<file path="src/rtl/t9990_layer_pkg.sv">
// Shared types and helpers for the tiny9990 layer mux: priority width,
// transparency test and the reset/identity layer order.
package t9990_layer_pkg;

  localparam int PRI_W      = 2;
  localparam int MAX_LAYERS = 8;
  localparam int MAX_IDX_W  = 3;

  // Sized for the largest supported mux; narrower instances use the low slices.
  typedef logic [MAX_LAYERS-1:0][MAX_IDX_W-1:0] order_arr_t;

  function automatic logic is_opaque(input logic [3:0] pa);
    return |pa;
  endfunction

  function automatic order_arr_t identity_order();
    order_arr_t o;
    for (int i = 0; i < MAX_LAYERS; i++) begin
      o[i] = MAX_IDX_W'(i);
    end
    return o;
  endfunction

endpackage

</file>
<file path="src/rtl/t9990_layer_delay.sv">
// Dot-clock-enabled shift line of DEPTH registers; DEPTH=0 is a plain wire.
module t9990_layer_delay #(
  parameter int WIDTH = 1,
  parameter int DEPTH = 1
) (
  input  logic             i_clk,
  input  logic             i_rst_n,
  input  logic             i_en,
  input  logic [WIDTH-1:0] i_d,
  output logic [WIDTH-1:0] o_q
);

  generate
    if (DEPTH == 0) begin : g_bypass
      logic w_unused;
      assign w_unused = i_clk ^ i_rst_n ^ i_en;
      assign o_q      = i_d;
    end else begin : g_line
      logic [DEPTH-1:0][WIDTH-1:0] r_line;

      always_ff @(posedge i_clk or negedge i_rst_n) begin
        if (!i_rst_n) begin
          r_line <= '0;
        end else if (i_en) begin
          r_line[0] <= i_d;
          for (int i = 1; i < DEPTH; i++) begin
            r_line[i] <= r_line[i-1];
          end
        end
      end

      assign o_q = r_line[DEPTH-1];
    end
  endgenerate

endmodule

</file>
<file path="src/rtl/t9990_layer_mux.sv">
// Programmable-order priority mux of NUM_LAYERS palette layers with matched sync delay.
// Optional sticky sprite collision flags: define T9990_LAYER_MUX_COLLISION_EN.
module t9990_layer_mux
  import t9990_layer_pkg::*;
#(
  parameter int NUM_LAYERS  = 4,
  parameter int PA_W        = 6,
  parameter int PIPE_STAGES = 2,
  localparam int IDX_W      = (NUM_LAYERS < 2) ? 1 : $clog2(NUM_LAYERS)
) (
  input  logic                                 CLK,
  input  logic                                 RESET_n,
  input  logic                                 DCLK_EN,
  input  logic                                 VDE,
  input  logic                                 HDE,
  input  logic                                 HS_IN,
  input  logic                                 VS_IN,
  input  logic [NUM_LAYERS-1:0]                LAYER_DISABLE,
  input  logic [NUM_LAYERS-1:0][PRI_W-1:0]     LAYER_PRI,
  input  logic [NUM_LAYERS-1:0][PA_W-1:0]      LAYER_PA,
  input  logic [PA_W-1:0]                      BDC,
  input  logic                                 ORDER_WR,
  input  logic [NUM_LAYERS-1:0][IDX_W-1:0]     ORDER_IN,
  input  logic                                 COLL_CLR,
  output logic [PA_W-1:0]                      OUT_PA,
  output logic                                 OUT_PRI,
  output logic [IDX_W-1:0]                     OUT_LAYER,
  output logic                                 HS_OUT,
  output logic                                 VS_OUT,
  output logic [NUM_LAYERS-1:0]                COLL
);

  localparam order_arr_t IDENT = identity_order();
  localparam int         DW    = PA_W + 1 + IDX_W + 2;

  logic                                r_vs_prev;
  logic [NUM_LAYERS-1:0][IDX_W-1:0]    r_order_act;
  logic [NUM_LAYERS-1:0][IDX_W-1:0]    r_order_pend;
  logic                                w_frame_start;
  logic                                w_active;
  logic [NUM_LAYERS-1:0]               w_present;
  logic [NUM_LAYERS-1:0]               w_cand;
  logic                                w_found;
  logic [PRI_W-1:0]                    w_best_pri;
  logic [IDX_W-1:0]                    w_best_idx;
  logic [PA_W-1:0]                     w_best_pa;

  logic [PA_W-1:0]                     r_pa_p0;
  logic                                r_pri_p0;
  logic [IDX_W-1:0]                    r_layer_p0;
  logic                                r_hs_p0;
  logic                                r_vs_p0;
  logic [DW-1:0]                       w_stage_d;
  logic [DW-1:0]                       w_stage_q;

  // A write landing on the frame-start tick bypasses pending so it takes effect this frame.
  assign w_frame_start = DCLK_EN && VS_IN && !r_vs_prev;
  assign w_active      = VDE && HDE;

  always_ff @(posedge CLK or negedge RESET_n) begin
    if (!RESET_n) begin
      r_vs_prev <= 1'b0;
      for (int i = 0; i < NUM_LAYERS; i++) begin
        r_order_act[i]  <= IDENT[i][IDX_W-1:0];
        r_order_pend[i] <= IDENT[i][IDX_W-1:0];
      end
    end else begin
      if (DCLK_EN) begin
        r_vs_prev <= VS_IN;
      end
      if (ORDER_WR) begin
        r_order_pend <= ORDER_IN;
      end
      if (w_frame_start) begin
        r_order_act <= ORDER_WR ? ORDER_IN : r_order_pend;
      end
    end
  end

  // Layers named nowhere in the active order (incl. out-of-range indices) never compete.
  always_comb begin
    w_present = '0;
    for (int p = 0; p < NUM_LAYERS; p++) begin
      for (int l = 0; l < NUM_LAYERS; l++) begin
        if (r_order_act[p] == IDX_W'(l)) begin
          w_present[l] = 1'b1;
        end
      end
    end
    for (int l = 0; l < NUM_LAYERS; l++) begin
      w_cand[l] = w_present[l] && !LAYER_DISABLE[l] && is_opaque(LAYER_PA[l][3:0]);
    end
  end

  // Scan front to back; only a strictly higher priority displaces, so ties and
  // duplicate entries resolve to the frontmost position.
  always_comb begin
    w_found    = 1'b0;
    w_best_pri = '0;
    w_best_idx = '0;
    w_best_pa  = '0;
    for (int p = 0; p < NUM_LAYERS; p++) begin
      for (int l = 0; l < NUM_LAYERS; l++) begin
        if ((r_order_act[p] == IDX_W'(l)) && w_cand[l] &&
            (!w_found || (LAYER_PRI[l] > w_best_pri))) begin
          w_found    = 1'b1;
          w_best_pri = LAYER_PRI[l];
          w_best_idx = IDX_W'(l);
          w_best_pa  = LAYER_PA[l];
        end
      end
    end
  end

  // ---- compute stage -> p0 ----
  always_ff @(posedge CLK or negedge RESET_n) begin
    if (!RESET_n) begin
      r_pa_p0    <= '0;
      r_pri_p0   <= 1'b0;
      r_layer_p0 <= '0;
      r_hs_p0    <= 1'b0;
      r_vs_p0    <= 1'b0;
    end else if (DCLK_EN) begin
      r_pa_p0    <= (w_active && w_found) ? w_best_pa : BDC;
      r_pri_p0   <= w_active && w_found;
      r_layer_p0 <= (w_active && w_found) ? w_best_idx : '0;
      r_hs_p0    <= HS_IN;
      r_vs_p0    <= VS_IN;
    end
  end

  // ---- p0 -> output: PIPE_STAGES-1 matched delay stages ----
  assign w_stage_d = {r_pa_p0, r_pri_p0, r_layer_p0, r_hs_p0, r_vs_p0};

  t9990_layer_delay #(
    .WIDTH (DW),
    .DEPTH (PIPE_STAGES - 1)
  ) u_delay (
    .i_clk   (CLK),
    .i_rst_n (RESET_n),
    .i_en    (DCLK_EN),
    .i_d     (w_stage_d),
    .o_q     (w_stage_q)
  );

  assign {OUT_PA, OUT_PRI, OUT_LAYER, HS_OUT, VS_OUT} = w_stage_q;

`ifdef T9990_LAYER_MUX_COLLISION_EN
  logic [NUM_LAYERS-1:0] r_coll;
  logic [NUM_LAYERS-1:0] w_hit;

  // Bit 0 of w_hit stays clear; it is folded in below as "any sprite hit".
  always_comb begin
    w_hit = '0;
    if (DCLK_EN && w_active && w_cand[0]) begin
      for (int k = 1; k < NUM_LAYERS; k++) begin
        w_hit[k] = w_cand[k];
      end
    end
  end

  always_ff @(posedge CLK or negedge RESET_n) begin
    if (!RESET_n) begin
      r_coll <= '0;
    end else begin
      r_coll <= (COLL_CLR ? '0 : r_coll) | w_hit |
                {{(NUM_LAYERS-1){1'b0}}, |w_hit};
    end
  end

  assign COLL = r_coll;
`else
  logic w_unused_coll_clr;
  assign w_unused_coll_clr = COLL_CLR;
  assign COLL              = '0;
`endif

endmodule

</file>
<file path="config.mk">
export PLATFORM = sky130hd
export DESIGN_NAME = t9990_layer_mux
export DESIGN_NICKNAME = d
export VERILOG_FILES = /design/src/rtl/t9990_layer_pkg.sv /design/src/rtl/t9990_layer_delay.sv /design/src/rtl/t9990_layer_mux.sv
export SDC_FILE = /design/constraint.sdc
export NUM_CORES = 1
export LEC_CHECK = 0
export ABC_AREA = 1
export BUFFER_PORTS_ARGS = -buffer_cell sky130_fd_sc_hd__buf_2
export CAP_MARGIN = 5
export CORE_MARGIN = 5
export CORE_UTILIZATION = 51
export CTS_CLUSTER_SIZE = 8
export DETAILED_ROUTE_END_ITERATION = 6
export GPL_TIMING_DRIVEN = 0
export PLACE_DENSITY_LB_ADDON = 0.08
export SYNTH_ARGS = -nofsm -noshare
export SYNTH_HDL_FRONTEND = slang
export SYNTH_SLANG_ARGS = --single-unit
</file>
<file path="constraint.sdc">
create_clock -name CLK -period 31.4 [get_ports CLK]
set_input_delay 6.28 -clock CLK [delete_from_list [all_inputs] [get_ports CLK]]
set_output_delay 6.28 -clock CLK [all_outputs]
set_load 0.03 [all_outputs]
</file>
## Word-level counts from Yosys, hierarchy flattened

Index checks and enable logic that the tools add are counted.

- $lt $le $gt $ge: 15
- Equal/unequal tests: 12
- Mux-type cells: 81
- Reductions and logical operators: 86

Operator list:

| kind | count |
|---|---|
| $mux 6 | 17 |
| $mux 2 | 30 |
| $logic_and 1x1->1 | 43 |
| $mux 1 | 33 |
| $gt 2x2->1 | 15 |
| $logic_not 1->1 | 20 |
| $eq 2x2->1 const B | 8 |
| $reduce_or 4->1 | 4 |
| $logic_or 1x1->1 | 15 |
| $eq 2x1->1 const B | 4 |
| $logic_not 2->1 | 4 |
| $mux 8 | 1 |

- Flip-flop bits (word level): 38
- Output and inout bits: 15
- Logic and storage cells: 208

## Depth between registers and ports, before layout

Gate-level depths: netlist of run 1.

- Depth in word-level cells: 71
- Mapped depth: 107
- Gate-level depth less buffers: 103

## Modules after synthesis

From an unflattened synthesis of run 1, not the netlist that was laid out.

- Cell total of the unflattened synthesis: 607
- Area, all modules: 4028.9 µm²

Modules (own cells, without submodules):

| module | instances | cells each | area each (µm²) |
|---|---|---|---|
| t9990_layer_mux | 1 | 560 | 3607.2 |
| t9990_layer_delay | 1 | 47 | 421.7 |

## Worst setup path before layout of run 1

Ideal clock, no wire load.

- Path kind: input to register
- From: in LAYER_PA[0] (netlist name)
- To: reg r_layer_p0[1]
- Setup time: 0.126 ns
- Arrival: 18.815 ns
- Path slack: 12.458 ns
- Stages: 92
- Path buffers: 5
- Path through: nor2_1 a21oi_1 nand3_2 buf_6 o22ai_1 nor2_1 a21oi_1 nor2_1 a21oi_1 ha_1 nand2_1 o21ai_0 nand2_2 nand2_2 o21ai_0 ha_1 nand2_1 o21ai_0 (+56 left out) inv_1 nor2_1 o21ai_0 nand2_1 nand2_1 buf_4 nand2_1 o21ai_1 ha_1 inv_1 nor2_1 o21ai_0 nand2_1 nand2_1 clkbuf_1 nand2_1 a31oi_1 o21ai_0

- Longest elaborated chain between the ends: 66

Ends and longest elaborated chain:

| item | line | RTL |
|---|---|---|
| start, declared | t9990_layer_mux.sv:20 | `input logic [NUM_LAYERS-1:0][PA_W-1:0] LAYER_PA,` |
| $reduce_or 4->1 (*) | t9990_layer_pkg.sv:13 | `return \|pa;` |
| $logic_and 1x1->1 (*) | t9990_layer_mux.sv:91 | `w_cand[l] = w_present[l] && !LAYER_DISABLE[l] && is_opaque(LAYER_PA[l][3:0]);` |
| $logic_and 1x1->1 | t9990_layer_mux.sv:104 | `if ((r_order_act[p] == IDX_W'(l)) && w_cand[l] &&` |
| $mux 2 / $mux 1 (equally long branches) | t9990_layer_mux.sv:104 |  |
| $gt 2x2->1 / $logic_not 1->1 (equally long branches) | t9990_layer_mux.sv:105 | `(!w_found \|\| (LAYER_PRI[l] > w_best_pri))) begin` |
| $logic_or 1x1->1 | t9990_layer_mux.sv:105 |  |
| $logic_and 1x1->1 | t9990_layer_mux.sv:104 |  |
| $mux 2 / $mux 1 (equally long branches) | t9990_layer_mux.sv:104 |  |
| (+50 left out) | -- |  |
| $logic_and 1x1->1 | t9990_layer_mux.sv:104 |  |
| $mux 2 / $mux 1 (equally long branches) | t9990_layer_mux.sv:104 |  |
| $gt 2x2->1 / $logic_not 1->1 (equally long branches) | t9990_layer_mux.sv:105 |  |
| $logic_or 1x1->1 | t9990_layer_mux.sv:105 |  |
| $logic_and 1x1->1 | t9990_layer_mux.sv:104 |  |
| $mux 1 | t9990_layer_mux.sv:104 |  |
| $logic_and 1x1->1 | t9990_layer_mux.sv:126 | `r_layer_p0 <= (w_active && w_found) ? w_best_idx : '0;` |
| $mux 2 (*) | t9990_layer_mux.sv:126 |  |
| end signal, assigned | t9990_layer_mux.sv:126 |  |
| end, declared | t9990_layer_mux.sv:50 | `logic [IDX_W-1:0] r_layer_p0;` |

Every way passes the cells marked *; elsewhere a longest branch is shown, timed or not.
A chain may end at the register's enable or synchronous reset.

## Worst setup path after layout of run 1

Same ends and word-level chain as after synthesis.

==> flow_summary.html, run 1 <==
<table>
<tr><th>Metric</th><th>Value</th></tr>
<tr><th colspan="2">Outcome</th></tr>
<tr><td>Result of the run</td><td>completed</td></tr>
<tr><th colspan="2">Clock network</th></tr>
<tr><td>Post-cts hold buffer count</td><td>0</td></tr>
<tr><td>Post-CTS resize count</td><td>0</td></tr>
<tr><td>Maximum level of the CTS H-tree</td><td>2</td></tr>
<tr><td>Number of clock buffers inserted by TritonCTS</td><td>5</td></tr>
<tr><td>Clock net sink count</td><td>38</td></tr>
<tr><td>TritonCTS clock tree</td><td>yes</td></tr>
<tr><td>Skew-Pair Late Insertion Delay</td><td>0.29 ns</td></tr>
<tr><td>Maximum number of buffers from clock root to sink</td><td>2</td></tr>
<tr><td>Clock root buffer master</td><td>sky130_fd_sc_hd__clkbuf_8</td></tr>
<tr><td>Post-CTS Setup Inserts</td><td>0</td></tr>
<tr><td>Reg clk slew, reported paths</td><td>approximately 0.07 ns</td></tr>
<tr><th colspan="2">Setup path</th></tr>
<tr><td>Highest net fanout along the worst path</td><td>10</td></tr>
<tr><td>Crit-path max cell delay</td><td>0.36 ns</td></tr>
<tr><td>Worst setup EP type</td><td>register</td></tr>
<tr><td>Data required time at the worst endpoint</td><td>31.56 ns</td></tr>
<tr><td>Most frequent CP cell</td><td>sky130_fd_sc_hd__o21ai_0</td></tr>
<tr><td>Critical Path Start Type</td><td>input port</td></tr>
<tr><td>Critical path start-end classification</td><td>in -&gt; reg</td></tr>
<tr><td>CP Data Arrival Time</td><td>approximately 22 ns</td></tr>
<tr><td>Slowest stage cell on the critical path</td><td>sky130_fd_sc_hd__a21oi_1</td></tr>
<tr><th colspan="2">Drt</th></tr>
<tr><td>Number of vias per cell</td><td>5.24</td></tr>
<tr><td>Post-DRT Antenna Nets</td><td>0</td></tr>
<tr><td>Final wirelength</td><td>approximately 11000 um</td></tr>
<tr><td>DRC violation count after routing</td><td>0</td></tr>
<tr><td>Final routed wire length divided by cell count</td><td>approximately 14 um</td></tr>
<tr><td>Total number of vias</td><td>between 4000 and 5000</td></tr>
<tr><td>DRC marker count from the first detailed-route iteration</td><td>217</td></tr>
<tr><td>Count of TritonRoute iterations in the first routing pass</td><td>4</td></tr>
<tr><th colspan="2">Final layout</th></tr>
<tr><td>Antenna cell count</td><td>0</td></tr>
<tr><td>Share of layout cells above drive strength 1</td><td>24.3%</td></tr>
<tr><td>Post-route standard cell area excluding fillers</td><td>about 4500 um^2</td></tr>
<tr><td>Signed area change from the synthesized netlist to the final layout</td><td>15.6%</td></tr>
<tr><td>Total Nets Final</td><td>748</td></tr>
<tr><th colspan="2">Synthesis</th></tr>
<tr><td>Synth cell types</td><td>42</td></tr>
<tr><td>Synthesized area per cell</td><td>6.57 um^2</td></tr>
<tr><td>Area share of the largest cell type after synthesis</td><td>19.1%</td></tr>
<tr><td>Yosys Warn Count</td><td>0</td></tr>
<tr><td>Syn Inst Count</td><td>597</td></tr>
<tr><td>Sequential cell area fraction in the yosys report</td><td>24.5%</td></tr>
<tr><td>Main area contributors after synthesis</td><td>sky130_fd_sc_hd__dfrtp_1, sky130_fd_sc_hd__nand2_1, sky130_fd_sc_hd__o21ai_0</td></tr>
<tr><td>Syn Std Cell Area</td><td>3930 um^2</td></tr>
<tr><td>Yosys reg bits</td><td>38</td></tr>
<tr><td>Largest area contributor in the synthesized netlist</td><td>sky130_fd_sc_hd__dfrtp_1</td></tr>
<tr><th colspan="2">Power and ir drop</th></tr>
<tr><td>Worst vdd ir</td><td>0.0000259 V</td></tr>
<tr><td>Cell area power density</td><td>approximately 67 nW/um^2</td></tr>
<tr><td>Leakage power figure</td><td>between 2 and 2.5 nW</td></tr>
<tr><td>Total power after layout</td><td>0.303 mW</td></tr>
<tr><th colspan="2">STA</th></tr>
<tr><td>Hold Violations, Final</td><td>0</td></tr>
<tr><td>Worst Hold Margin</td><td>0.468 ns</td></tr>
<tr><td>Post-route minimum period</td><td>21.35 ns</td></tr>
<tr><td>Post-Route Setup TNS</td><td>0 ns</td></tr>
<tr><td>Finish-stage setup viols</td><td>0</td></tr>
<tr><td>Portion of the clock cycle consumed by the worst path in the final layout</td><td>between 60% and 70%</td></tr>
<tr><td>Worst Max-Slew Pin Slew</td><td>between 0.8 and 0.9 ns</td></tr>
<tr><td>Slew margin rel.</td><td>between 40 and 50%</td></tr>
<tr><td>Timing-limited maximum frequency</td><td>46.8 MHz</td></tr>
<tr><td>Clock Skew</td><td>0.00456 ns</td></tr>
<tr><td>Max Transition Viols Final</td><td>0</td></tr>
<tr><td>RSZ-0062 raised after global routing</td><td>false</td></tr>
<tr><th colspan="2">Floorplan</th></tr>
<tr><td>DIE WIDTH</td><td>97.7 um</td></tr>
<tr><td>Total I/O pin count</td><td>74</td></tr>
<tr><td>Core region area</td><td>approximately 7600 um^2</td></tr>
<tr><td>Initial Utilization</td><td>51.6%</td></tr>
<tr><td>Row count</td><td>32</td></tr>
<tr><td>Floorplan die height</td><td>around 100 um</td></tr>
<tr><td>Overall die area</td><td>around 9600 um^2</td></tr>
<tr><th colspan="2">Global routing</th></tr>
<tr><td>Maximum number of pins on one net before global-route repair</td><td>39</td></tr>
<tr><td>Busiest grt layer</td><td>met2</td></tr>
<tr><td>Routing usage on met2</td><td>39.7%</td></tr>
<tr><td>Overall fraction of global-route tracks in use</td><td>23.3%</td></tr>
<tr><td>Global-route wire length before repair</td><td>approximately 18000 um</td></tr>
<tr><td>Met1 usage in global routing</td><td>31.4%</td></tr>
<tr><td>Met3 GRT Util</td><td>between 2 and 3%</td></tr>
<tr><td>Number of global-route vias before repair</td><td>around 3900</td></tr>
<tr><td>Global route overflow</td><td>0</td></tr>
<tr><td>Number of antenna violations at the first check in global routing</td><td>0</td></tr>
<tr><th colspan="2">Flow run</th></tr>
<tr><td>Count of max-cap constraint violations</td><td>0</td></tr>
<tr><th colspan="2">Placed design</th></tr>
<tr><td>Total of buffers placed on input and output ports</td><td>66</td></tr>
<tr><td>Last weighted congestion value of the routability-driven placer</td><td>between 0.8 and 0.9</td></tr>
<tr><td>HPWL Detailed</td><td>9200 um</td></tr>
<tr><td>Cell area reported after detailed placement</td><td>4390 um^2</td></tr>
<tr><th colspan="2">Hold path</th></tr>
<tr><td>Hold Path Class</td><td>reg -&gt; reg</td></tr>
</table>
logic make-up after synthesis:
| kind of cell | count (synthesis) | share of synthesized area, % |
|---|---|---|
| other | 1 | 0.0955 |
| flip-flops | 38 | 24.5 |
| multiplexers | 8 | 2.30 |
| buffers and inverters | 103 | 10.8 |
| adder cells (fa/ha/maj) | 16 | 5.10 |
| AND/OR/NAND/NOR | 285 | 35.1 |
| AO/OA/AOI/OAI | 146 | 22.1 |
layout by cell type, fill, tap and decap left out, drive strengths merged:
cell type,netlist,final
or2,4,4
o32a,2,2
o31ai,2,2
mux2,8,8
dfstp,8,8
conb,1,4
nand4,2,2
bufinv,0,2
nand2,183,183
nor2,56,56
and2,1,1
o21ai,84,84
a21boi,1,1
o211ai,25,25
clkbuf,12,18
ha,16,16
dfrtp,30,30
o21a,2,2
buf,11,77
nor3,6,6
inv,79,79
a31oi,1,1
nand3,32,32
o22ai,4,4
nand3b,1,1
clkinv,1,1
o221ai,8,8
a21oi,17,17
routing by layer:
layer | up-vias | part of all wire (%)
li1 | 2113 | -
met1 | 1803 | 46
met2 | 136 | 47
met3 | 12 | 5.6
met4 | 0 | 1.3
met5 | - | 0
critical path, delay by kind of cell:
kind	cells	cell delay, ns
AO/OA/AOI/OAI	29	6.08
AND/OR/NAND/NOR	42	4.27
adder cells (fa/ha/maj)	12	3.49
buffers and inverters	10	1.39
flip-flops by register name, indices dropped and copies added (netlist names):
signal / count
u_delay.o_q: 11
r_order_act: 8
r_order_pend: 8
r_pa_p0: 6
r_layer_p0: 2
r_hs_p0: 1
r_pri_p0: 1
r_vs_p0: 1
layout make-up:
class                      instances  area [um^2]
timing repair buffer              66          330
inverter                          80          300
multi-input combinational        459         2550
buffer                            23          125
sequential                        38          961
clock buffer                       6         82.6
clock inverter                     2         60.1
tap                              102          128
fill                             817         3070
through the flow:
stage | util [%] | cells | setup slack (ns)
5_1_grt | 59.6 | 776 | 8.67
2_1_floorplan | - | 600 | 12.46
6_report | 59.6 | 776 | 10.05
3_3_place_gp | 57.8 | 768 | 10.40
3_5_place_dp | 57.8 | 768 | 9.99
4_1_cts | 59.6 | 776 | 10.19
cell usage after synthesis, drive strengths merged:
cell type,instances
a21oi,17
nand4,2
o32a,2
and2,1
nand3b,1
o22ai,4
o211ai,25
o221ai,8
or2,4
o21ai,84
nor3,6
dfstp,8
ha,16
buf,11
a31oi,1
mux2,8
inv,79
a21boi,1
dfrtp,30
o21a,2
o31ai,2
nand3,32
clkinv,1
conb,1
nor2,56
nand2,183
clkbuf,12
final timing paths:
check	start	to	slack [ns]	cells after the start
max	LAYER_PA[0]	r_layer_p0[1]	10.05	93
min reg2reg	u_delay.o_q[5]	u_delay.o_q[5]	0.47	2
min in group asynchronous	RESET_n	r_order_pend[3]	6.07	1
max in group asynchronous	RESET_n	r_pa_p0[5]	24.81	1
min	u_delay.o_q[5]	u_delay.o_q[5]	0.47	2
max reg2reg	r_order_act[5]	r_layer_p0[1]	15.87	89
where the power goes:
part           internal (mW)  switching [mW]  leakage [nW]
Sequential            0.0583         0.00521         0.454
Clock                 0.0339          0.0175        0.0714
Combinational         0.0732           0.115          1.91
Total                  0.165           0.137          2.44
No activity file was read; power rests on OpenSTA's default activity.
==> run 2: changes to the inputs <==
ABC_AREA = 0   (was 1)
clock period = 21.2 ns   (was 31.4 ns; I/O delays follow)
==> flow_summary.html, run 2 <==
<table>
<tr><th>Metric</th><th>Value</th></tr>
<tr><th colspan="2">Outcome</th></tr>
<tr><td>Result of the run</td><td>completed (unchanged)</td></tr>
<tr><th colspan="2">Synthesis</th></tr>
<tr><td>Syn Inst Count</td><td>423 (was 597)</td></tr>
<tr><td>Synthesized area per cell</td><td>8.67 um^2 (was 6.57 um^2)</td></tr>
<tr><td>Most common cell in the netlist</td><td>sky130_fd_sc_hd__nand2_1 (unchanged)</td></tr>
<tr><td>Sequential cell area fraction in the yosys report</td><td>26.2% (was 24.5%)</td></tr>
<tr><td>Post-synth EDFFs</td><td>0 (unchanged)</td></tr>
<tr><td>Post-synthesis adder-cell area fraction</td><td>5.46% (was 5.10%)</td></tr>
<tr><td>Fraction of synthesized area in multiplexers</td><td>10.0% (was 2.30%)</td></tr>
<tr><td>Cell types with the highest counts after synthesis</td><td>sky130_fd_sc_hd__nand2_1, sky130_fd_sc_hd__nor2_1, sky130_fd_sc_hd__dfrtp_1, sky130_fd_sc_hd__mux2_2, sky130_fd_sc_hd__o21ai_0 (was sky130_fd_sc_hd__nand2_1, sky130_fd_sc_hd__o21ai_0, sky130_fd_sc_hd__inv_1, sky130_fd_sc_hd__nor2_1, sky130_fd_sc_hd__dfrtp_1)</td></tr>
<tr><td>Synth cell types</td><td>78 (was 42)</td></tr>
<tr><td>Area fraction in compound gates after synthesis</td><td>29.6% (was 22.1%)</td></tr>
<tr><td>Dominant register cell in the synthesized netlist</td><td>sky130_fd_sc_hd__dfrtp_1 (unchanged)</td></tr>
<tr><td>Yosys Warn Count</td><td>0 (unchanged)</td></tr>
<tr><td>Area share of the largest cell type after synthesis</td><td>20.5% (was 19.1%)</td></tr>
<tr><td>Main area contributors after synthesis</td><td>sky130_fd_sc_hd__dfrtp_1, sky130_fd_sc_hd__mux2_2, sky130_fd_sc_hd__dfstp_2 (was sky130_fd_sc_hd__dfrtp_1, sky130_fd_sc_hd__nand2_1, sky130_fd_sc_hd__o21ai_0)</td></tr>
<tr><td>Syn Std Cell Area</td><td>3670 um^2 (was 3930 um^2)</td></tr>
<tr><td>Largest area contributor in the synthesized netlist</td><td>sky130_fd_sc_hd__dfrtp_1 (unchanged)</td></tr>
<tr><td>Asr flop ratio synth</td><td>100% (unchanged)</td></tr>
<tr><td>Post-synthesis share of cell area spent on xor and xnor gates</td><td>0% (unchanged)</td></tr>
<tr><td>Simple-Gate Fraction of Synth Area</td><td>24.6% (was 35.1%)</td></tr>
<tr><td>Yosys reg bits</td><td>38 (unchanged)</td></tr>
<tr><td>Dominant combinational cell family by area after synthesis</td><td>compound AO/OA/AOI/OAI gates (was simple AND/OR/NAND/NOR gates)</td></tr>
<tr><th colspan="2">Floorplan</th></tr>
<tr><td>Row count</td><td>31 (was 32)</td></tr>
<tr><td>Core region area</td><td>7140 um^2 (was 7610 um^2)</td></tr>
<tr><td>Floorplan die height</td><td>94.8 um (was 97.7 um)</td></tr>
<tr><td>DIE WIDTH</td><td>94.8 um (was 97.7 um)</td></tr>
<tr><td>Total I/O pin count</td><td>74 (unchanged)</td></tr>
<tr><td>Overall die area</td><td>8990 um^2 (was 9550 um^2)</td></tr>
<tr><td>Initial Utilization</td><td>51.4% (was 51.6%)</td></tr>
<tr><th colspan="2">Drt</th></tr>
<tr><td>DRC violation count after routing</td><td>0 (unchanged)</td></tr>
<tr><td>Final wirelength</td><td>11800 um (was 11000 um)</td></tr>
<tr><td>Count of TritonRoute iterations in the first routing pass</td><td>5 (was 4)</td></tr>
<tr><td>Final routed wire length divided by cell count</td><td>19.3 um (was 14.2 um)</td></tr>
<tr><td>Post-DRT Antenna Nets</td><td>0 (unchanged)</td></tr>
<tr><td>Number of vias per cell</td><td>6.45 (was 5.24)</td></tr>
<tr><td>DRC marker count from the first detailed-route iteration</td><td>374 (was 217)</td></tr>
<tr><td>Total number of vias</td><td>3956 (was 4064)</td></tr>
<tr><th colspan="2">STA</th></tr>
<tr><td>Slew margin rel.</td><td>3.50% (was 45.9%)</td></tr>
<tr><td>Max Transition Viols Final</td><td>0 (unchanged)</td></tr>
<tr><td>Post-route minimum period</td><td>20.47 ns</td></tr>
<tr><td>Worst Max-Slew Pin Slew</td><td>1.43 ns (was 0.811 ns)</td></tr>
<tr><td>Timing-limited maximum frequency</td><td>48.8 MHz</td></tr>
<tr><td>Finish-stage setup viols</td><td>0 (unchanged)</td></tr>
<tr><td>Post-Route Setup TNS</td><td>0 ns (unchanged)</td></tr>
<tr><td>Setup slack after layout</td><td>0.728 ns (was 10.05 ns)</td></tr>
<tr><td>Hold Violations, Final</td><td>0 (unchanged)</td></tr>
<tr><td>Clock Skew</td><td>0.00898 ns (was 0.00456 ns)</td></tr>
<tr><td>Portion of the clock cycle consumed by the worst path in the final layout</td><td>96.6%</td></tr>
<tr><th colspan="2">Placed design</th></tr>
<tr><td>Cell area reported after detailed placement</td><td>4130 um^2 (was 4390 um^2)</td></tr>
<tr><td>Number of cells in the design after placement</td><td>591 (was 768)</td></tr>
<tr><td>HPWL Detailed</td><td>9130 um (was 9200 um)</td></tr>
<tr><td>Last weighted congestion value of the routability-driven placer</td><td>0.927 (was 0.877)</td></tr>
<tr><td>Worst setup slack before clock tree synthesis</td><td>-1.78 ns (was 9.99 ns)</td></tr>
<tr><td>Total of buffers placed on input and output ports</td><td>66 (unchanged)</td></tr>
<tr><th colspan="2">Setup path</th></tr>
<tr><td>Destination of the critical timing path</td><td>r_pa_p0[2] (was r_layer_p0[1])</td></tr>
<tr><td>Data required time at the worst endpoint</td><td>21.39 ns (was 31.56 ns)</td></tr>
<tr><td>Critical path start-end classification</td><td>in -&gt; reg (unchanged)</td></tr>
<tr><td>Critical Path Start Type</td><td>input port (unchanged)</td></tr>
<tr><td>CP Data Arrival Time</td><td>20.66 ns (was 21.51 ns)</td></tr>
<tr><td>Logic depth of the worst register-to-register path</td><td>90 (was 89)</td></tr>
<tr><td>Slowest stage cell on the critical path</td><td>sky130_fd_sc_hd__or4_1 (was sky130_fd_sc_hd__a21oi_1)</td></tr>
<tr><td>Capturing point of the worst reg2reg path</td><td>r_pa_p0[2] (was r_layer_p0[1])</td></tr>
<tr><td>Most frequent CP cell</td><td>sky130_fd_sc_hd__ha_1 (was sky130_fd_sc_hd__o21ai_0)</td></tr>
<tr><td>Setup crit start</td><td>LAYER_PA[6] (was LAYER_PA[0])</td></tr>
<tr><td>Crit-path max cell delay</td><td>0.57 ns (was 0.36 ns)</td></tr>
<tr><td>Launch point of the worst reg-to-reg path</td><td>r_order_act[0] (was r_order_act[5])</td></tr>
<tr><td>Highest net fanout along the worst path</td><td>10 (unchanged)</td></tr>
<tr><td>Worst setup EP type</td><td>register (unchanged)</td></tr>
<tr><td>Worst reg-to-reg setup slack</td><td>4.56 ns (was 15.87 ns)</td></tr>
<tr><th colspan="2">Hold path</th></tr>
<tr><td>Hold path startpoint</td><td>r_order_pend[4] (was u_delay.o_q[5])</td></tr>
<tr><td>Hold Path Class</td><td>reg -&gt; reg (unchanged)</td></tr>
<tr><th colspan="2">Final layout</th></tr>
<tr><td>Final cell count without fillers</td><td>613 (was 776)</td></tr>
<tr><td>Number of flip-flops under the largest register name</td><td>11 (unchanged)</td></tr>
<tr><td>Most frequent standard cell in the layout excluding fill and tap cells</td><td>sky130_fd_sc_hd__buf_2 (was sky130_fd_sc_hd__nand2_1)</td></tr>
<tr><td>Signed area change from the synthesized netlist to the final layout</td><td>23.1% (was 15.6%)</td></tr>
<tr><td>Register cell area after layout</td><td>961 um^2 (unchanged)</td></tr>
<tr><td>Fillers</td><td>661 (was 817)</td></tr>
<tr><td>Area taken by multi-input logic gates</td><td>2700 um^2 (was 2550 um^2)</td></tr>
<tr><td>Share of layout cells above drive strength 1</td><td>34.4% (was 24.3%)</td></tr>
<tr><td>Total Nets Final</td><td>588 (was 748)</td></tr>
<tr><td>Commonest cells after routing, fill and taps aside</td><td>sky130_fd_sc_hd__buf_2, sky130_fd_sc_hd__nand2_1, sky130_fd_sc_hd__nor2_1 (was sky130_fd_sc_hd__nand2_1, sky130_fd_sc_hd__o21ai_0, sky130_fd_sc_hd__inv_1)</td></tr>
<tr><td>Post-route standard cell area excluding fillers</td><td>4510 um^2 (was 4540 um^2)</td></tr>
<tr><td>Antenna cell count</td><td>0 (unchanged)</td></tr>
<tr><th colspan="2">Clock network</th></tr>
<tr><td>Number of clock buffers inserted by TritonCTS</td><td>5 (unchanged)</td></tr>
<tr><td>Clock root buffer master</td><td>sky130_fd_sc_hd__clkbuf_8 (unchanged)</td></tr>
<tr><td>Clock net sink count</td><td>38 (unchanged)</td></tr>
<tr><td>Maximum number of buffers from clock root to sink</td><td>2 (unchanged)</td></tr>
<tr><td>TritonCTS clock tree</td><td>yes (unchanged)</td></tr>
<tr><td>Reg clk slew, reported paths</td><td>0.07 ns (about the same)</td></tr>
<tr><td>Maximum level of the CTS H-tree</td><td>2 (unchanged)</td></tr>
<tr><td>Skew-Pair Late Insertion Delay</td><td>0.29 ns (about the same)</td></tr>
<tr><th colspan="2">Power and ir drop</th></tr>
<tr><td>Cell area power density</td><td>102 nW/um^2 (was 66.7 nW/um^2)</td></tr>
<tr><td>Worst vdd ir</td><td>0.0000668 V (was 0.0000259 V)</td></tr>
<tr><td>Leakage power figure</td><td>1.96 nW (was 2.44 nW)</td></tr>
<tr><th colspan="2">Global routing</th></tr>
<tr><td>Overall fraction of global-route tracks in use</td><td>26.2% (was 23.3%)</td></tr>
<tr><td>Number of antenna violations at the first check in global routing</td><td>0 (unchanged)</td></tr>
<tr><td>Global-route wire length before repair</td><td>18700 um (was 18400 um)</td></tr>
<tr><td>Global route overflow</td><td>0 (unchanged)</td></tr>
<tr><td>Maximum number of pins on one net before global-route repair</td><td>39 (unchanged)</td></tr>
<tr><td>Number of global-route vias before repair</td><td>3648 (was 3880)</td></tr>
<tr><th colspan="2">Flow run</th></tr>
<tr><td>Count of max-cap constraint violations</td><td>0 (unchanged)</td></tr>
</table>
[run 2: critical path: cells and delay by family]
kind | cells | cell delay, ns
compound gates | 37 | 6.65
simple gates | 32 | 4.53
fa+ha+maj | 12 | 3.38
mux | 3 | 0.94
buf+inv | 6 | 0.89
[run 2: cell families (layout without fill, tap and decap cells)]
| kind of cell | after synthesis | after routing |
|---|---|---|
| DFF | 38 | 38 |
| adders and majority gates | 16 | 16 |
| buffers and inverters | 34 | 122 |
| and+or+nand+nor | 161 | 161 |
| AOI/OAI and AO/OA | 140 | 140 |
| muxes | 33 | 33 |
| other | 1 | 4 |
[run 2: how the worst min path moves through the flow]
stage / cells after the start / to / slack, ns
after floorplan: 1 / r_order_pend[1] / 0.47
after global placement: 1 / r_order_pend[4] / 0.48
after detailed placement: 1 / r_order_pend[4] / 0.48
after CTS: 1 / r_order_pend[4] / 0.50
after global routing: 1 / u_delay.o_q[3] / 0.52
final: 1 / r_order_pend[4] / 0.50
[run 2: timing repair]
item | in CTS | in global routing
buffers inserted | 4 | 10
resized for setup | 15 | 28
pin swaps | 2 | 7
hold buffers | 0 | 0
setup endpoints to repair | 8 | 8
[run 2: report_power, final]
group	switching, mW	total [mW]	internal (mW)
sequential	0.0122	0.107	0.0947
clock	0.0262	0.0646	0.0384
combinational	0.164	0.288	0.124
[run 2: layer usage]
layer	track usage (%)	wire [um]
met2	40.5	5420
met1	37.4	5310
met5	0	0
met3	4.86	949
met4	7.09	148
[run 2: area by class of cell]
class	instances	share of cell area (%)
clock inverters	1	0.665
multi-input cells	354	59.8
clock buffers	7	1.91
flip-flops and latches	38	21.3
repair buffers	80	9.65
plain buffers	23	3.02
inverters	11	0.915
well taps	99	2.74
[run 2: stage by stage]
stage | utilization (%) | power [mW] | hold slack (ns)
after floorplan | - | 0.298 | 0.469
final | 63.3 | 0.459 | 0.499
after detailed placement | 57.9 | 0.361 | 0.485
after global placement | 57.9 | 0.356 | 0.483
after CTS | 60.7 | 0.435 | 0.502
after global routing | 63.3 | 0.494 | 0.523
==> run 3: changes to the inputs <==
PLACE_DENSITY = 0.83   (was unset)
PLACE_DENSITY_LB_ADDON = unset   (was 0.08)
==> flow_summary.html, run 3 (same netlist as run 2, synthesis figures left out) <==
<table>
<tr><th>Metric</th><th>Value</th></tr>
<tr><th colspan="2">Final layout</th></tr>
<tr><td>Antenna cell count</td><td>0 (unchanged)</td></tr>
<tr><td>Number of flip-flops under the largest register name</td><td>11 (unchanged)</td></tr>
<tr><td>Final cell count without fillers</td><td>618 (was 613)</td></tr>
<tr><td>Commonest cells after routing, fill and taps aside</td><td>sky130_fd_sc_hd__buf_2, sky130_fd_sc_hd__nand2_1, sky130_fd_sc_hd__nor2_1 (unchanged)</td></tr>
<tr><td>Most frequent standard cell in the layout excluding fill and tap cells</td><td>sky130_fd_sc_hd__buf_2 (unchanged)</td></tr>
<tr><td>Share of layout cells above drive strength 1</td><td>35.6% (was 34.4%)</td></tr>
<tr><td>Signed area change from the synthesized netlist to the final layout</td><td>23.8% (was 23.1%)</td></tr>
<tr><td>Total Nets Final</td><td>593 (was 588)</td></tr>
<tr><th colspan="2">Global routing</th></tr>
<tr><td>Overall fraction of global-route tracks in use</td><td>25.4% (was 26.2%)</td></tr>
<tr><td>Number of antenna violations at the first check in global routing</td><td>0 (unchanged)</td></tr>
<tr><td>Maximum number of pins on one net before global-route repair</td><td>39 (unchanged)</td></tr>
<tr><td>Number of global-route vias before repair</td><td>3768 (was 3648)</td></tr>
<tr><td>Global route overflow</td><td>0 (unchanged)</td></tr>
<tr><td>Global-route wire length before repair</td><td>18300 um (was 18700 um)</td></tr>
<tr><th colspan="2">Clock network</th></tr>
<tr><td>Post-cts hold buffer count</td><td>0 (unchanged)</td></tr>
<tr><td>Skew-Pair Late Insertion Delay</td><td>0.29 ns (about the same)</td></tr>
<tr><td>Number of clock buffers inserted by TritonCTS</td><td>5 (unchanged)</td></tr>
<tr><td>Maximum number of buffers from clock root to sink</td><td>2 (unchanged)</td></tr>
<tr><td>TritonCTS clock tree</td><td>yes (unchanged)</td></tr>
<tr><td>Clock net sink count</td><td>38 (unchanged)</td></tr>
<tr><td>Clock root buffer master</td><td>sky130_fd_sc_hd__clkbuf_8 (unchanged)</td></tr>
<tr><td>Reg clk slew, reported paths</td><td>0.08 ns (was 0.07 ns)</td></tr>
<tr><td>Maximum level of the CTS H-tree</td><td>2 (unchanged)</td></tr>
<tr><th colspan="2">Floorplan</th></tr>
<tr><td>Initial Utilization</td><td>51.4% (unchanged)</td></tr>
<tr><td>Floorplan die height</td><td>94.8 um (unchanged)</td></tr>
<tr><td>Row count</td><td>31 (unchanged)</td></tr>
<tr><td>Overall die area</td><td>8990 um^2 (unchanged)</td></tr>
<tr><td>Core region area</td><td>7140 um^2 (unchanged)</td></tr>
<tr><td>Total I/O pin count</td><td>74 (unchanged)</td></tr>
<tr><td>DIE WIDTH</td><td>94.8 um (unchanged)</td></tr>
<tr><th colspan="2">Drt</th></tr>
<tr><td>Post-DRT Antenna Nets</td><td>0 (unchanged)</td></tr>
<tr><td>Final wirelength</td><td>11900 um (was 11800 um)</td></tr>
<tr><td>DRC violation count after routing</td><td>0 (unchanged)</td></tr>
<tr><td>Count of TritonRoute iterations in the first routing pass</td><td>6 (was 5)</td></tr>
<tr><td>DRC marker count from the first detailed-route iteration</td><td>559 (was 374)</td></tr>
<tr><td>Number of vias per cell</td><td>6.67 (was 6.45)</td></tr>
<tr><td>Total number of vias</td><td>4120 (was 3956)</td></tr>
<tr><td>Final routed wire length divided by cell count</td><td>19.3 um (about the same)</td></tr>
<tr><th colspan="2">Power and ir drop</th></tr>
<tr><td>Total power after layout</td><td>0.461 mW (was 0.459 mW)</td></tr>
<tr><td>Worst vdd ir</td><td>0.0000597 V (was 0.0000668 V)</td></tr>
<tr><td>Cell area power density</td><td>102 nW/um^2 (about the same)</td></tr>
<tr><td>Leakage power figure</td><td>1.99 nW (was 1.96 nW)</td></tr>
<tr><th colspan="2">Placed design</th></tr>
<tr><td>HPWL Detailed</td><td>8890 um (was 9130 um)</td></tr>
<tr><td>Total of buffers placed on input and output ports</td><td>66 (unchanged)</td></tr>
<tr><td>Last weighted congestion value of the routability-driven placer</td><td>0.942 (was 0.927)</td></tr>
<tr><td>Number of cells in the design after placement</td><td>591 (unchanged)</td></tr>
<tr><th colspan="2">STA</th></tr>
<tr><td>Slew margin rel.</td><td>3.25% (was 3.50%)</td></tr>
<tr><td>Clock Skew</td><td>0.00686 ns (was 0.00898 ns)</td></tr>
<tr><td>Max Transition Viols Final</td><td>0 (unchanged)</td></tr>
<tr><td>Portion of the clock cycle consumed by the worst path in the final layout</td><td>96.6% (about the same)</td></tr>
<tr><td>Timing-limited maximum frequency</td><td>48.9 MHz (was 48.8 MHz)</td></tr>
<tr><td>Worst Max-Slew Pin Slew</td><td>1.44 ns (was 1.43 ns)</td></tr>
<tr><td>Post-route minimum period</td><td>20.47 ns (about the same)</td></tr>
<tr><td>Post-Route Setup TNS</td><td>0 ns (unchanged)</td></tr>
<tr><td>Hold Violations, Final</td><td>0 (unchanged)</td></tr>
<tr><td>Worst Hold Margin</td><td>0.504 ns (was 0.499 ns)</td></tr>
<tr><td>Finish-stage setup viols</td><td>0 (unchanged)</td></tr>
<tr><th colspan="2">Setup path</th></tr>
<tr><td>Crit-path max cell delay</td><td>0.57 ns (about the same)</td></tr>
<tr><td>Data required time at the worst endpoint</td><td>21.41 ns (was 21.39 ns)</td></tr>
<tr><td>Slowest stage cell on the critical path</td><td>sky130_fd_sc_hd__or4_4 (was sky130_fd_sc_hd__or4_1)</td></tr>
<tr><td>Highest net fanout along the worst path</td><td>10 (unchanged)</td></tr>
<tr><td>Worst reg-to-reg setup slack</td><td>4.43 ns (was 4.56 ns)</td></tr>
<tr><td>Logic depth of the worst register-to-register path</td><td>93 (was 90)</td></tr>
<tr><td>Worst setup EP type</td><td>register (unchanged)</td></tr>
<tr><td>Critical path start-end classification</td><td>in -&gt; reg (unchanged)</td></tr>
<tr><td>CP Data Arrival Time</td><td>20.68 ns (was 20.66 ns)</td></tr>
<tr><td>Critical Path Start Type</td><td>input port (unchanged)</td></tr>
<tr><td>Number of buffers and inverters on the critical path</td><td>7 (was 6)</td></tr>
<tr><td>Setup crit start</td><td>LAYER_PA[6] (unchanged)</td></tr>
<tr><td>Critical path depth</td><td>91 (was 90)</td></tr>
<tr><td>Launch point of the worst reg-to-reg path</td><td>r_order_act[0] (unchanged)</td></tr>
<tr><td>Capturing point of the worst reg2reg path</td><td>r_pa_p0[1] (was r_pa_p0[2])</td></tr>
<tr><td>CP top delay family</td><td>compound AO/OA/AOI/OAI gates (unchanged)</td></tr>
<tr><td>Destination of the critical timing path</td><td>r_pa_p0[1] (was r_pa_p0[2])</td></tr>
<tr><td>Most frequent CP cell</td><td>sky130_fd_sc_hd__ha_1 (unchanged)</td></tr>
<tr><th colspan="2">Hold path</th></tr>
<tr><td>Hold Path Class</td><td>reg -&gt; reg (unchanged)</td></tr>
<tr><td>Min-Delay Path Depth</td><td>1 (unchanged)</td></tr>
<tr><th colspan="2">Outcome</th></tr>
<tr><td>Result of the run</td><td>completed (unchanged)</td></tr>
<tr><th colspan="2">Flow run</th></tr>
<tr><td>Count of max-cap constraint violations</td><td>0 (unchanged)</td></tr>
</table>
-- run 3: cell types whose count changed in the layout (fill, tap and decap cells not counted), moves of 2 or more --
cell	delta
sky130_fd_sc_hd__buf_4	+5
sky130_fd_sc_hd__clkinvlp_4	+2
sky130_fd_sc_hd__nand2_2	-2
sky130_fd_sc_hd__o31ai_2	+2
sky130_fd_sc_hd__o31ai_4	-2
sky130_fd_sc_hd__or4_1	-2
sky130_fd_sc_hd__or4_4	+2
-- run 3: how the worst min path moves through the flow --
stage	start	end	slack (ns)
3_3_place_gp	r_order_pend[3]	r_order_pend[3]	0.48
3_5_place_dp	u_delay.o_q[5]	u_delay.o_q[5]	0.49
2_1_floorplan	r_order_pend[1]	r_order_pend[1]	0.47
4_1_cts	u_delay.o_q[5]	u_delay.o_q[5]	0.51
6_report	u_delay.o_q[5]	u_delay.o_q[5]	0.50
5_1_grt	r_layer_p0[1]	u_delay.o_q[3]	0.53
-- run 3: what timing repair did --
action | in CTS | in global routing
setup buffers | 5 | 14
endpoints found under the hold margin | 0 | 0
resized for setup | 12 | 35
pin swaps | 3 | 10
setup endpoints to repair | 8 | 8
-- run 3: final cells by class --
class | instances | area, um^2
Sequential cell | 38 | 961
Multi-Input combinational cell | 354 | 2690
Buffer | 23 | 139
Clock inverter | 3 | 45.0
Clock buffer | 5 | 68.8
Timing Repair Buffer | 85 | 473
Inverter | 11 | 41.3
Fill cell | 629 | 2590
Tap cell | 99 | 124
-- run 3: stage by stage --
step	utilization [%]	setup slack [ns]	cell area, um^2
floorplan	-	1.51	3680
CTS	60.6	0.0651	4320
global route	63.6	-0.178	4540
global placement	57.9	-1.42	4130
finish	63.6	0.731	4540
detailed placement	57.9	-1.75	4130
-- run 3: worst register-to-register path: cells and delay by family, from the launching register on --
family / cells / cell delay (ns)
AOI/OAI and AO/OA: 38 / 6.74
and+or+nand+nor: 33 / 4.14
adders and majority gates: 12 / 3.44
buffers and inverters: 8 / 1.45
DFF: 1 / 0.34
muxes: 2 / 0.56
-- run 3: report_power, final --
part           switching (mW)  total, mW  internal (mW)  leakage [nW]
combinational           0.167      0.292          0.125          1.50
clock                  0.0265     0.0615         0.0350        0.0504
sequential             0.0130      0.108         0.0948         0.443
-- run 3: routing by layer --
metal / up-vias / track usage, % / part of all wire [%]
met4: 0 / 10.6 / 4.4
met5: - / 0 / 0
met2: 293 / 42.0 / 47
met3: 63 / 4.46 / 10
li1: 1846 / - / -
met1: 1918 / 32.6 / 38
